===== config.mk =====
export PLATFORM = sky130hd
export DESIGN_NAME = multi_sprite_engine
export DESIGN_NICKNAME = d
export VERILOG_FILES = /design/src/rtl/sprite_pkg.sv /design/src/rtl/vsync_edge_sync.sv /design/src/rtl/multi_sprite_engine.sv
export SDC_FILE = /design/constraint.sdc
export NUM_CORES = 1
export LEC_CHECK = 0
export ABC_AREA = 1
export BUFFER_PORTS_ARGS = -buffer_cell sky130_fd_sc_hd__buf_2
export CAP_MARGIN = 10
export CORE_AREA = 2 2 301 303
export DETAILED_ROUTE_END_ITERATION = 7
export DIE_AREA = 0 0 303 305
export PLACE_DENSITY = 0.37
export SETUP_SLACK_MARGIN = 0.1
export SLEW_MARGIN = 20
export SYNTH_ARGS = -nofsm -noshare
export SYNTH_HDL_FRONTEND = slang
export SYNTH_SLANG_ARGS = --single-unit

===== constraint.sdc =====
create_clock -name Clk -period 5.77 [get_ports Clk]
set_input_delay 0.577 -clock Clk [delete_from_list [all_inputs] [get_ports Clk]]
set_output_delay 0.577 -clock Clk [all_outputs]
set_load 0.03 [all_outputs]

===== src/rtl/sprite_pkg.sv =====
// Shared types for the multi-sprite engine: directions, HID key codes,
// per-sprite working state and the frame-update FSM states.
package sprite_pkg;

  typedef enum logic [1:0] {
    DIR_UP    = 2'd0,
    DIR_DOWN  = 2'd1,
    DIR_LEFT  = 2'd2,
    DIR_RIGHT = 2'd3
  } dir_t;

  localparam logic [7:0] KEY_W = 8'h1A;
  localparam logic [7:0] KEY_S = 8'h16;
  localparam logic [7:0] KEY_A = 8'h04;
  localparam logic [7:0] KEY_D = 8'h07;

  // Storage widths are generous so one struct serves any COORD_W up to 15
  // and ANIM_DIV up to 256; the engine does its arithmetic on a narrower slice.
  localparam int SPR_POS_W = 16;
  localparam int SPR_CNT_W = 8;

  typedef enum logic [1:0] {
    ST_IDLE   = 2'd0,
    ST_SWEEP  = 2'd1,
    ST_COMMIT = 2'd2
  } fsm_state_t;

  typedef struct packed {
    logic signed [SPR_POS_W-1:0] x;
    logic signed [SPR_POS_W-1:0] y;
    logic signed [SPR_POS_W-1:0] vx;
    logic signed [SPR_POS_W-1:0] vy;
    dir_t                        dir;
    logic [1:0]                  anim;
    logic [SPR_CNT_W-1:0]        anim_cnt;
  } sprite_state_t;

  // Map one HID keycode byte to {valid, direction}; valid is 0 for any
  // byte that is not one of the four steering keys.
  function automatic logic [2:0] decodeKey(input logic [7:0] code);
    case (code)
      KEY_W:   decodeKey = {1'b1, DIR_UP};
      KEY_S:   decodeKey = {1'b1, DIR_DOWN};
      KEY_A:   decodeKey = {1'b1, DIR_LEFT};
      KEY_D:   decodeKey = {1'b1, DIR_RIGHT};
      default: decodeKey = 3'b000;
    endcase
  endfunction

endpackage


===== src/rtl/vsync_edge_sync.sv =====
// Brings the asynchronous active-low VGA vertical sync into the Clk domain
// and produces a one-cycle pulse on each synchronised falling edge.
module vsync_edge_sync (
  input  logic Clk,
  input  logic Reset_n,
  input  logic vs_n_i,
  output logic fall_o
);

  logic meta_q;
  logic sync_q;
  logic prev_q;

  // Two-flop synchroniser plus a history flop; idle level of vs_n is high.
  always_ff @(posedge Clk or negedge Reset_n) begin
    if (!Reset_n) begin
      meta_q <= 1'b1;
      sync_q <= 1'b1;
      prev_q <= 1'b1;
    end else begin
      meta_q <= vs_n_i;
      sync_q <= meta_q;
      prev_q <= sync_q;
    end
  end

  assign fall_o = prev_q & ~sync_q;

endmodule


===== src/rtl/multi_sprite_engine.sv =====
// Per-frame position/direction/animation update for NUM_SPRITES sprites.
// One sprite is keyboard steered, the rest bounce; results are swept into
// shadow state one sprite per cycle and committed to the outputs at once.
module multi_sprite_engine
  import sprite_pkg::*;
#(
  parameter int NUM_SPRITES = 4,
  parameter int COORD_W     = 11,
  parameter int SCREEN_W    = 640,
  parameter int SCREEN_H    = 480,
  parameter int SPRITE_W    = 32,
  parameter int SPRITE_H    = 32,
  parameter int STEP        = 2,
  parameter int ANIM_DIV    = 8
) (
  input  logic                             Clk,
  input  logic                             Reset_n,
  input  logic                             vs_n,
  input  logic [15:0]                      keycode,
  input  logic [$clog2(NUM_SPRITES)-1:0]   ctrl_sel,
  output logic [NUM_SPRITES*COORD_W-1:0]   sprite_x,
  output logic [NUM_SPRITES*COORD_W-1:0]   sprite_y,
  output logic [NUM_SPRITES*4-1:0]         motion,
  output logic                             frame_tick,
  output logic                             update_done,
  output logic [15:0]                      frame_count
);

  localparam int IW  = $clog2(NUM_SPRITES);
  localparam int PW  = COORD_W + 1;
  localparam int ACW = $clog2(ANIM_DIV);

  localparam logic signed [PW-1:0] ZERO_S  = '0;
  localparam logic signed [PW-1:0] STEP_S  = PW'(STEP);
  localparam logic signed [PW-1:0] X_MAX_S = PW'(SCREEN_W - SPRITE_W);
  localparam logic signed [PW-1:0] Y_MAX_S = PW'(SCREEN_H - SPRITE_H);
  localparam logic signed [SPR_POS_W-1:0] RESET_Y = SPR_POS_W'(SCREEN_H/2 - SPRITE_H/2);

  function automatic logic signed [SPR_POS_W-1:0] resetX(input int i);
    return SPR_POS_W'(i * (SCREEN_W / NUM_SPRITES));
  endfunction

  function automatic sprite_state_t resetSprite(input int i);
    sprite_state_t s;
    s.x        = resetX(i);
    s.y        = RESET_Y;
    s.vx       = SPR_POS_W'(STEP);
    s.vy       = SPR_POS_W'(STEP);
    s.dir      = DIR_RIGHT;
    s.anim     = '0;
    s.anim_cnt = '0;
    return s;
  endfunction

  logic                         fall;
  logic                         frame_tick_q;
  logic [15:0]                  frame_count_q;
  fsm_state_t                   state_q;
  logic [IW-1:0]                idx_q;
  logic [IW-1:0]                sel_q;
  logic [15:0]                  key_q;
  logic                         update_done_q;
  sprite_state_t                shadow_q [NUM_SPRITES];
  logic [NUM_SPRITES*COORD_W-1:0] sprite_x_q;
  logic [NUM_SPRITES*COORD_W-1:0] sprite_y_q;
  logic [NUM_SPRITES*4-1:0]     motion_q;

  sprite_state_t                cur;
  sprite_state_t                sprite_d;
  logic signed [PW-1:0]         cx, cy, nx, ny, vx, vy;
  logic [2:0]                   priKey, secKey, keySel;
  logic                         moving, idle;

  vsync_edge_sync u_vsync (
    .Clk     (Clk),
    .Reset_n (Reset_n),
    .vs_n_i  (vs_n),
    .fall_o  (fall)
  );

  // Frame strobe and free-running frame counter; every detected edge counts,
  // even one the FSM is too busy to act on.
  always_ff @(posedge Clk or negedge Reset_n) begin
    if (!Reset_n) begin
      frame_tick_q  <= 1'b0;
      frame_count_q <= '0;
    end else begin
      frame_tick_q <= fall;
      if (fall) frame_count_q <= frame_count_q + 16'd1;
    end
  end

  // Next state of the sprite currently selected by the sweep index.
  always_comb begin
    cur      = shadow_q[idx_q];
    sprite_d = cur;
    cx       = cur.x[PW-1:0];
    cy       = cur.y[PW-1:0];
    vx       = cur.vx[PW-1:0];
    vy       = cur.vy[PW-1:0];
    nx       = cx;
    ny       = cy;
    moving   = 1'b0;
    idle     = 1'b0;
    priKey   = decodeKey(key_q[7:0]);
    secKey   = decodeKey(key_q[15:8]);
    keySel   = priKey[2] ? priKey : secKey;
    if (idx_q == sel_q) begin
      if (keySel[2]) begin
        sprite_d.dir = dir_t'(keySel[1:0]);
        case (dir_t'(keySel[1:0]))
          DIR_UP:   ny = cy - STEP_S;
          DIR_DOWN: ny = cy + STEP_S;
          DIR_LEFT: nx = cx - STEP_S;
          default:  nx = cx + STEP_S;
        endcase
        if (nx < ZERO_S) nx = ZERO_S;
        else if (nx > X_MAX_S) nx = X_MAX_S;
        if (ny < ZERO_S) ny = ZERO_S;
        else if (ny > Y_MAX_S) ny = Y_MAX_S;
        moving = (nx != cx) || (ny != cy);
      end else begin
        idle = 1'b1;
      end
    end else begin
      moving = 1'b1;
      nx = cx + vx;
      ny = cy + vy;
      if (nx <= ZERO_S) begin
        nx          = ZERO_S;
        sprite_d.vx = -cur.vx;
      end else if (nx >= X_MAX_S) begin
        nx          = X_MAX_S;
        sprite_d.vx = -cur.vx;
      end
      if (ny <= ZERO_S) begin
        ny          = ZERO_S;
        sprite_d.vy = -cur.vy;
      end else if (ny >= Y_MAX_S) begin
        ny          = Y_MAX_S;
        sprite_d.vy = -cur.vy;
      end
      sprite_d.dir = sprite_d.vx[SPR_POS_W-1] ? DIR_LEFT : DIR_RIGHT;
    end
    sprite_d.x = SPR_POS_W'(nx);
    sprite_d.y = SPR_POS_W'(ny);
    if (moving) begin
      if (cur.anim_cnt[ACW-1:0] == ACW'(ANIM_DIV - 1)) begin
        sprite_d.anim_cnt = '0;
        sprite_d.anim     = cur.anim + 2'd1;
      end else begin
        sprite_d.anim_cnt = cur.anim_cnt + 1'b1;
      end
    end else if (idle) begin
      sprite_d.anim     = '0;
      sprite_d.anim_cnt = '0;
    end
  end

  // Frame-update FSM: latch inputs on the frame edge, sweep every sprite into
  // shadow state, then publish the whole set in a single commit cycle.
  always_ff @(posedge Clk or negedge Reset_n) begin
    if (!Reset_n) begin
      state_q       <= ST_IDLE;
      idx_q         <= '0;
      sel_q         <= '0;
      key_q         <= '0;
      update_done_q <= 1'b0;
      for (int i = 0; i < NUM_SPRITES; i++) begin
        shadow_q[i]                      <= resetSprite(i);
        sprite_x_q[i*COORD_W +: COORD_W] <= COORD_W'(resetX(i));
        sprite_y_q[i*COORD_W +: COORD_W] <= COORD_W'(RESET_Y);
        motion_q[i*4 +: 4]               <= {DIR_RIGHT, 2'b00};
      end
    end else begin
      update_done_q <= 1'b0;
      case (state_q)
        ST_IDLE: begin
          if (fall) begin
            sel_q   <= ctrl_sel;
            key_q   <= keycode;
            idx_q   <= '0;
            state_q <= ST_SWEEP;
          end
        end
        ST_SWEEP: begin
          shadow_q[idx_q] <= sprite_d;
          if (idx_q == IW'(NUM_SPRITES - 1)) state_q <= ST_COMMIT;
          else idx_q <= idx_q + 1'b1;
        end
        ST_COMMIT: begin
          for (int i = 0; i < NUM_SPRITES; i++) begin
            sprite_x_q[i*COORD_W +: COORD_W] <= shadow_q[i].x[COORD_W-1:0];
            sprite_y_q[i*COORD_W +: COORD_W] <= shadow_q[i].y[COORD_W-1:0];
            motion_q[i*4 +: 4]               <= {shadow_q[i].dir, shadow_q[i].anim};
          end
          update_done_q <= 1'b1;
          state_q       <= ST_IDLE;
        end
        default: state_q <= ST_IDLE;
      endcase
    end
  end

  assign sprite_x    = sprite_x_q;
  assign sprite_y    = sprite_y_q;
  assign motion      = motion_q;
  assign frame_tick  = frame_tick_q;
  assign update_done = update_done_q;
  assign frame_count = frame_count_q;

endmodule


==> impl_metrics.csv, run 1 <==
group,metric,value,unit
route,antenna_left,0,
layout,drive_above_1_share,0.1550,
synthesis,synth_top_area_frac,0.3875,
sta,finalSetupViolations,0,
place,placed_cells,3879,
min_path,hold_path.startpoint,"vs_n",
min_path,min_path_type,"in -> reg",
floorplan,die_area,0.09242,mm²
place,hpwlAfterDp,46.54,mm
sta,worst_slew_pin_slew,1.110,ns
synthesis,synth_cell_types,57,
place,routabilityCongestion,0.8385,
route,via_count,17570,
worst_setup_path,max_stage_delay,0.66,ns
sta,fin_crit_sh,0.8627,
global_routing,grt_pass1_vias,17750,
clock_network,htree_levels,2,
min_path,worstHoldPathCells,1,
synthesis,synth-edff-count,0,
synthesis,avgSynthCellArea,7.783,µm²
sta,rsz0062_at_grt,"no",
flow_run,drv_cap,0,
synthesis,synthArstFlopShare,1.000,
layout,area_growth,17.87,%
synthesis,synthesis.nets,2690,
clock_network,clk_pin_slew,0.06,ns
floorplan,io_pins,143,
global_routing,grt_max_degree,151,
layout,fin_nets,2819,
place,place.port_buffers,142,
sta,drv_slew,0,
worst_setup_path,path_class,"reg -> reg",
clock_network,cts_sinks,383,
clock_network,cts_tree,"yes",
clock_network,clk_latency,0.58,ns
synthesis,ys_ff_latch,383,
floorplan,die-width,303,µm
min_path,whs_endpoint,"u_vsync.meta_q$_DFF_PN1_",
worst_setup_path,path_cells,"inv_6 -> buf_4 -> a21oi_1 -> a21oi_1 -> ha_1 -> a21oi_1 -> o21ai_0 -> nor2_1 -> nor2_1 -> o21ai_0 -> nand2_1 -> or2_2 -> nand2_1 -> nand2_1 -> a21oi_1 -> nand3_1 -> nand2_1 -> inv_1 -> o21ai_1 -> xor2_1 -> nand2_1 -> o21ai_0",
status,violations,"design-rule violations",
worst_setup_path,required,6.26,ns
worst_setup_path,critPathLaunchType,"flip-flop",
worst_setup_path,end_kind,"flip-flop",
layout,final_cell_count_no_fill,3963,
worst_setup_path,r2r_start,"idx_q[1]$_DFFE_PN0P_",
floorplan,rows,110,
sta,clock_skew,0.02765,ns
place,pre_cts_slack,0.8375,ns
layout,final_area,0.02405,mm²
sta,final.setup.tns,0,ns
synthesis,seq_area_frac_synth,0.4737,
synthesis,yosys-top-cells-area,"dfrtp_1 39%, nand2_1 17%, dfstp_2 8.6%",
synthesis,syn-instance-count,2622,
route,drtIter0Drc,1102,
sta,setup_slack,0.7923,ns
floorplan,start_util,0.2285,
sta,final-hold-violation-count,0,
layout,n_antenna_cell,0,
place,place_area,0.02252,mm²
worst_setup_path,cp_common_cell,"nand2_1",
route,firstDrtPassIters,8,
worst_setup_path,crit_path_max_fanout,49,
worst_setup_path,timing.rr.end,"shadow_q[42]$_DFFE_PN0P_",
clock_network,cts_buffers,45,
global_routing,grt-ovfl-total,0,
floorplan,dieHeight,305,µm
sta,fin_crit,4.978,ns
route,route.detailed.drc,7,
route,routedWlPerCell,17.05,µm
global_routing,grt_pass1_wl,105.8,mm
synthesis,yosysTopAreaCell,"dfrtp_1",
worst_setup_path,slowest_stage,"a21oi_1",
clock_network,cts_root_buffer,"clkbuf_16",
clock_network,cts_max_path_buffers,3,
synthesis,synthFlopType,"dfrtp_1",
worst_setup_path,ff2ff_setup_slack,0.79,ns
worst_setup_path,arrival,5.47,ns
status,outcome,"finished with violations",
route,drt_wl_total,67.57,mm
global_routing,antenna_found_initial,1,
synthesis,ys.warnings.count,0,
global_routing,grt_use_total,0.1462,
sta,relSlewSlack,0.2585,
synthesis,syn_area,0.02041,mm²
sta,fmax,200.9,MHz
route,via_per_inst,4.434,
floorplan,core-area,0.08932,mm²
worst_setup_path,rr_worst_depth,22,
per-layer routing:
metal | vias up | global-route usage | wire (µm)
met5 | - | 0 | 0
met4 | 0 | 0.03448 | 1245
met3 | 80 | 0.01953 | 2496
met2 | 309 | 0.2489 | 32610
met1 | 8487 | 0.1950 | 31220
li1 | 8695 | - | -
sequential cells by signal, summed over array words and instances (netlist names):
name	count
state_q	2
sprite_x	44
u_vsync.prev_q	1
frame_tick	1
update_done	1
u_vsync.meta_q	1
shadow_q	236
idx_q	2
sprite_y	44
sel_q	2
frame_count	16
key_q	16
motion	16
u_vsync.sync_q	1
final cells by class:
| type | count | area, µm² |
|---|---|---|
| fillers | 9758 | 65270 |
| flip-flops and latches | 383 | 9672 |
| multi-input cells | 1872 | 9226 |
| well taps | 1176 | 1471 |
| clock buffers | 69 | 1328 |
| repair buffers | 205 | 1234 |
| inverters | 244 | 928.4 |
| clock inverters | 14 | 195.2 |
Yosys cell counts (17+ instances only):
| cell | n |
|---|---|
| inv_1 | 223 |
| a21oi_1 | 101 |
| xor2_1 | 42 |
| o21ai_0 | 280 |
| nand3_1 | 98 |
| ha_1 | 44 |
| clkbuf_1 | 69 |
| dfstp_2 | 67 |
| dfrtp_1 | 316 |
| nand2_2 | 19 |
| nor3_1 | 17 |
| a32oi_1 | 26 |
| nand2_1 | 936 |
| nor2_1 | 142 |
| xnor2_1 | 21 |
| buf_2 | 24 |
metrics by stage:
stage	hold WS [ns]	utilization
after floorplan	0.2814	-
after global placement	0.3474	0.2521
after detailed placement	0.3475	0.2521
after CTS	0.05654	0.2693
after global routing	0.06179	0.2693
final	0.09952	0.2693
logic make-up after synthesis:
| logic type | Yosys count | synth area share |
|---|---|---|
| buffers and inverters | 367 | 0.07467 |
| flip-flops | 383 | 0.4737 |
| multiplexers | 6 | 0.003310 |
| XOR/XNOR | 64 | 0.02783 |
| AND/OR/NAND/NOR | 1282 | 0.2608 |
| adder cells (fa/ha/maj) | 47 | 0.02992 |
| AO/OA/AOI/OAI | 473 | 0.1297 |
critical path: cells and delay by family, from the launching register on:
family / cells / cell delay (ns)
flip-flops: 1 / 0.42
buffers and inverters: 3 / 0.84
adder cells (fa/ha/maj): 1 / 0.39
AO/OA/AOI/OAI: 8 / 1.70
XOR/XNOR: 1 / 0.31
AND/OR/NAND/NOR: 9 / 1.17
layout by cell type (no fill, tap or decap), drive strengths merged, types with 6 or more instances in the layout:
cell    instances
nand2         959
clkinv         10
buf           204
nand4          16
o21ai         294
a21oi         101
mux2            6
xnor2          21
dfstp          67
or2            11
inv           243
o22ai          14
a32oi          30
dfrtp         316
xor2           43
o21bai          6
nor3           18
nor2          149
nand3         109
clkbuf         69
o211ai          7
ha             44
nand3b          6
o221ai         13
worst max-delay path by stage:
| stage | start | end | slack (ns) | depth (start not counted) |
|---|---|---|---|---|
| global placement | idx_q[1]$_DFFE_PN0P_ | shadow_q[266]$_DFFE_PN0P_ | 0.83 | 22 |
| floorplan | idx_q[0]$_DFFE_PN0P_ | shadow_q[172]$_DFFE_PN0P_ | 1.36 | 32 |
| detailed placement | idx_q[1]$_DFFE_PN0P_ | shadow_q[266]$_DFFE_PN0P_ | 0.84 | 22 |
| finish | idx_q[1]$_DFFE_PN0P_ | shadow_q[42]$_DFFE_PN0P_ | 0.79 | 22 |
| CTS | idx_q[1]$_DFFE_PN0P_ | shadow_q[266]$_DFFE_PN0P_ | 0.82 | 22 |
| global route | idx_q[1]$_DFFE_PN0P_ | shadow_q[266]$_DFFE_PN0P_ | 0.35 | 22 |
repair_timing:
action	4_1_cts	5_1_grt
hold buffers	1	0
setup buffers	0	0
hold endpoints to repair	35	0
setup endpoints to repair	0	0
resized for setup	0	0
Power of run 1 is not shown: default switching activity piles up to over one toggle a cycle in this logic, so the estimate is an artifact.
==> inputs of run 2 (changes only) <==
BUFFER_PORTS_ARGS = default   (was -buffer_cell sky130_fd_sc_hd__buf_2)
DONT_BUFFER_PORTS = 1   (was default)
PLACE_DENSITY = 0.36   (was 0.37)
==> impl_metrics.csv, run 2 (synthesis results as in run 1) <==
group,metric,value,unit
status,outcome,"finished with violations",
status,violations,"design-rule violations, negative hold slack, max-slew violations",
sta,fin_crit_sh,0.8837,
floorplan,rows,110,
worst_setup_path,slowest_stage,"dfrtp_4",
sta,finalSetupViolations,0,
worst_setup_path,arrival,5.57,ns
clock_network,cts_setup_buffers,0,
sta,relSlewSlack,-0.1816,
worst_setup_path,crit_buf_inv,3,
worst_setup_path,cp.depth,28,
clock_network,cts_root_buffer,"clkbuf_16",
clock_network,cts_tree,"yes",
worst_setup_path,required,6.24,ns
worst_setup_path,path_class,"reg -> reg",
layout,final_cell_count_no_fill,3824,
min_path,min_path_type,"in -> async",
clock_network,htree_levels,2,
clock_network,cts_buffers,45,
global_routing,antenna_found_initial,0,
worst_setup_path,cp-endpoint,"shadow_q[161]$_DFFE_PN0P_",
worst_setup_path,rr_worst_depth,28,
layout,final_area,0.02339,mm²
global_routing,grt_pass1_wl,103.5,mm
layout,area_growth,14.61,%
worst_setup_path,critPathLaunchType,"flip-flop",
floorplan,die-width,303,µm
place,routabilityCongestion,0.8441,
place,hpwlAfterDp,44.41,mm
sta,clock_skew,0.02031,ns
global_routing,grt-ovfl-total,0,
sta,final-hold-violation-count,196,
route,routedWlPerCell,17.36,µm
global_routing,grt_use_total,0.1438,
worst_setup_path,end_kind,"flip-flop",
clock_network,post_cts_resize_count,0,
worst_setup_path,critical_path.top_delay_family,"simple AND/OR/NAND/NOR gates",
global_routing,grt_max_degree,384,
layout,largest_reg_flops,236,
layout,drive_above_1_share,0.1140,
sta,final.setup.tns,0,ns
worst_setup_path,cp-startpoint,"idx_q[0]$_DFFE_PN0P_",
worst_setup_path,cp_common_cell,"nand2_1",
route,drtIter0Drc,1184,
clock_network,cts_max_path_buffers,3,
sta,rsz0062_at_grt,"no",
worst_setup_path,max_stage_delay,0.65,ns
place,placed_cells,3739,
clock_network,cts_hold_buffers,1,
layout,largest_register,"shadow_q",
clock_network,clk_pin_slew,0.06,ns
route,firstDrtPassIters,8,
route,via_per_inst,4.474,
route,route.detailed.drc,9,
sta,fin_crit,5.099,ns
layout,fin_nets,2679,
clock_network,cts_sinks,383,
sta,hold-worst-slack,-0.2480,ns
clock_network,clk_latency,0.59,ns
global_routing,grt_pass1_vias,17270,
worst_setup_path,crit_path_max_fanout,31,
floorplan,dieHeight,305,µm
sta,drv_slew,158,
place,place_area,0.02178,mm²
layout,n_antenna_cell,0,
floorplan,io_pins,143,
route,drt_wl_total,66.38,mm
floorplan,start_util,0.2285,
floorplan,die_area,0.09242,mm²
flow_run,drv_cap,0,
sta,fmax,196.1,MHz
worst_setup_path,timing.rr.end,"shadow_q[161]$_DFFE_PN0P_",
place,place.port_buffers,0,
route,via_count,17110,
layout,num-fill-cells,9715,
layout,layout_common_cells,"935 x nand2_1, 315 x dfrtp_1, 280 x o21ai_0",
layout,final_common_cell,"nand2_1",
route,antenna_left,0,
worst_setup_path,ff2ff_setup_slack,0.67,ns
floorplan,core-area,0.08932,mm²
worst_setup_path,r2r_start,"idx_q[0]$_DFFE_PN0P_",
sta,worst_slew_pin_slew,1.772,ns
## run 2: area by class of cell
cell class | instances | area (µm²) | area share
Sequential cell | 383 | 9672 | 0.4135
Multi-Input combinational cell | 1872 | 9229 | 0.3946
Tap cell | 1176 | 1471 | 0.06291
Clock buffer | 70 | 1444 | 0.06173
Inverter | 244 | 929.6 | 0.03975
Timing Repair Buffer | 65 | 490.5 | 0.02097
Clock inverter | 14 | 153.9 | 0.006580
## run 2: per-layer routing
layer,routed length (µm),global-route usage,vias up
met3,2750,0.02217,83
met5,0,0,-
met2,31810,0.2448,322
met1,30370,0.1881,8303
met4,1450,0.03815,0
li1,-,-,8399
## run 2: worst min path at each step
stage                     startpoint                         end  slack (ns)  cells after the start
final                        Reset_n        key_q[7]$_DFFE_PN0P_       -0.25                      0
after floorplan              Reset_n  frame_count[0]$_DFFE_PN0P_        0.28                      0
after global routing         Reset_n        key_q[7]$_DFFE_PN0P_       -0.30                      0
after CTS                    Reset_n        key_q[6]$_DFFE_PN0P_       -0.31                      0
after global placement       Reset_n        key_q[7]$_DFFE_PN0P_        0.33                      0
after detailed placement     Reset_n        key_q[6]$_DFFE_PN0P_        0.33                      0
## run 2: stage by stage
step / hold slack, ns / setup WS [ns] / util
2_1_floorplan: 0.2814 / 1.361 / -
3_3_place_gp: 0.3310 / 0.8597 / 0.2438
3_5_place_dp: 0.3309 / 0.7398 / 0.2438
4_1_cts: -0.3124 / 0.7337 / 0.2618
5_1_grt: -0.2981 / 0.2785 / 0.2619
6_report: -0.2480 / 0.6712 / 0.2619
Power of run 2 is left out for the same reason.
==> inputs of run 3 (changes only) <==
--- a/config.mk
+++ b/config.mk
@@ -13,4 +13,5 @@
 export DONT_BUFFER_PORTS = 1
 export PLACE_DENSITY = 0.36
+export RECOVER_POWER = 100
 export SETUP_SLACK_MARGIN = 0.1
 export SLEW_MARGIN = 20
==> constraint.sdc (replaced) <==
create_clock -name Clk -period 5.77 [get_ports Clk]
set_input_delay 0.2885 -clock Clk [delete_from_list [all_inputs] [get_ports Clk]]
set_output_delay 0.2885 -clock Clk [all_outputs]
set_load 0.03 [all_outputs]
==> impl_metrics.csv, run 3 (synthesis results as in run 1) <==
group,metric,value,unit
clock_network,cts_buffers,45,
route,antenna_left,0,
floorplan,core-area,0.08932,mm²
worst_setup_path,arrival,5.64,ns
route,routedWlPerCell,17.31,µm
layout,layout_common_cells,"941 x nand2_1, 315 x dfrtp_1, 287 x o21ai_0",
floorplan,dieHeight,305,µm
layout,drive_above_1_share,0.09452,
sta,hold-worst-slack,-0.5359,ns
layout,n_antenna_cell,0,
sta,final-hold-violation-count,323,
worst_setup_path,cp_common_cell,"nand2_1",
sta,drv_slew,670,
route,drt_wl_total,66.51,mm
worst_setup_path,path_class,"reg -> reg",
place,routabilityCongestion,0.8441,
global_routing,grt_use_total,0.1439,
global_routing,grt-ovfl-total,0,
sta,finalSetupViolations,0,
worst_setup_path,ff2ff_setup_slack,0.59,ns
clock_network,cts_tree,"yes",
status,violations,"design-rule violations, negative hold slack, max-capacitance violations, max-slew violations",
clock_network,clk_pin_slew,0.06,ns
min_path,min_path_type,"in -> async",
worst_setup_path,critPathLaunchType,"flip-flop",
status,outcome,"finished with violations",
worst_setup_path,rr_worst_depth,28,
route,via_per_inst,4.465,
floorplan,io_pins,143,
place,hpwlAfterDp,44.41,mm
route,drtIter0Drc,1180,
global_routing,antenna_found_initial,0,
worst_setup_path,end_kind,"flip-flop",
clock_network,htree_levels,2,
layout,area_growth,15.09,%
floorplan,die-width,303,µm
global_routing,grt_max_degree,384,
sta,fin_crit,5.181,ns
route,via_count,17150,
sta,fin_crit_sh,0.8979,
sta,final.setup.tns,0,ns
worst_setup_path,slowest_stage,"dfrtp_4",
clock_network,post_cts_resize_count,0,
global_routing,grt_pass1_wl,103.6,mm
worst_setup_path,max_stage_delay,0.65,ns
place,place.port_buffers,0,
clock_network,cts_setup_buffers,0,
layout,fin_nets,2697,
clock_network,clk_latency,0.59,ns
sta,relSlewSlack,-1.087,
layout,largest_reg_flops,236,
sta,clock_skew,0.02033,ns
sta,fmax,193.0,MHz
clock_network,cts_max_path_buffers,3,
clock_network,cts_sinks,383,
floorplan,start_util,0.2285,
layout,final_common_cell,"nand2_1",
worst_setup_path,crit_path_max_fanout,31,
route,route.detailed.drc,9,
worst_setup_path,required,6.23,ns
sta,worst_slew_pin_slew,3.130,ns
global_routing,grt_pass1_vias,17320,
floorplan,rows,110,
flow_run,drv_cap,8,
clock_network,cts_hold_buffers,19,
sta,rsz0062_at_grt,"no",
layout,largest_register,"shadow_q",
floorplan,die_area,0.09242,mm²
route,firstDrtPassIters,8,
clock_network,cts_root_buffer,"clkbuf_16",
==> run 3: metal layers <==
layer | global-route usage | up-vias | part of all wire
li1 | - | 8438 | -
met2 | 0.2453 | 312 | 0.48
met4 | 0.03815 | 0 | 0.022
met5 | 0 | - | 0
met1 | 0.1879 | 8319 | 0.46
met3 | 0.02217 | 85 | 0.040
==> run 3: critical path: cells and delay by family, from the launching register on <==
family | cells | cell delay (ns)
and+or+nand+nor | 22 | 2.45
AOI/OAI and AO/OA | 2 | 0.78
buffers and inverters | 3 | 0.70
DFF | 1 | 0.65
adders and majority gates | 1 | 0.42
==> run 3: final timing paths <==
check                                             to                startpoint
min in group Clk            u_vsync.meta_q$_DFF_PN1_                      vs_n
max                        shadow_q[236]$_DFFE_PN0P_      idx_q[0]$_DFFE_PN0P_
min                             key_q[6]$_DFFE_PN0P_                   Reset_n
max in group asynchronous  shadow_q[116]$_DFFE_PN0P_                   Reset_n
max reg2reg                shadow_q[236]$_DFFE_PN0P_      idx_q[0]$_DFFE_PN0P_
min reg2reg                 u_vsync.prev_q$_DFF_PN1_  u_vsync.sync_q$_DFF_PN1_
==> run 3: layout make-up <==
cell class	instances	area [µm²]
Clock buffer	70	1444
Multi-Input combinational cell	1872	9194
Timing Repair Buffer	83	625.6
Tap cell	1176	1471
Inverter	244	928.4
Clock inverter	14	153.9
Sequential cell	383	9672
Fill cell	9706	65830
==> run 3: through the flow <==
step                hold WS [ns]  std cells  setup slack (ns)  utilization  instance area [µm²]
global placement         0.04248       3739            0.8597       0.2438                21780
finish                   -0.5359       3842            0.5892       0.2630                23490
detailed placement       0.04237       3739            0.7398       0.2438                21780
global route             -0.5867       3842            0.1423       0.2630                23490
CTS                      -0.6009       3842            0.7337       0.2638                23570
floorplan              -0.007091       2622             1.361            -                20410
Power of run 3 is left out for the same reason.
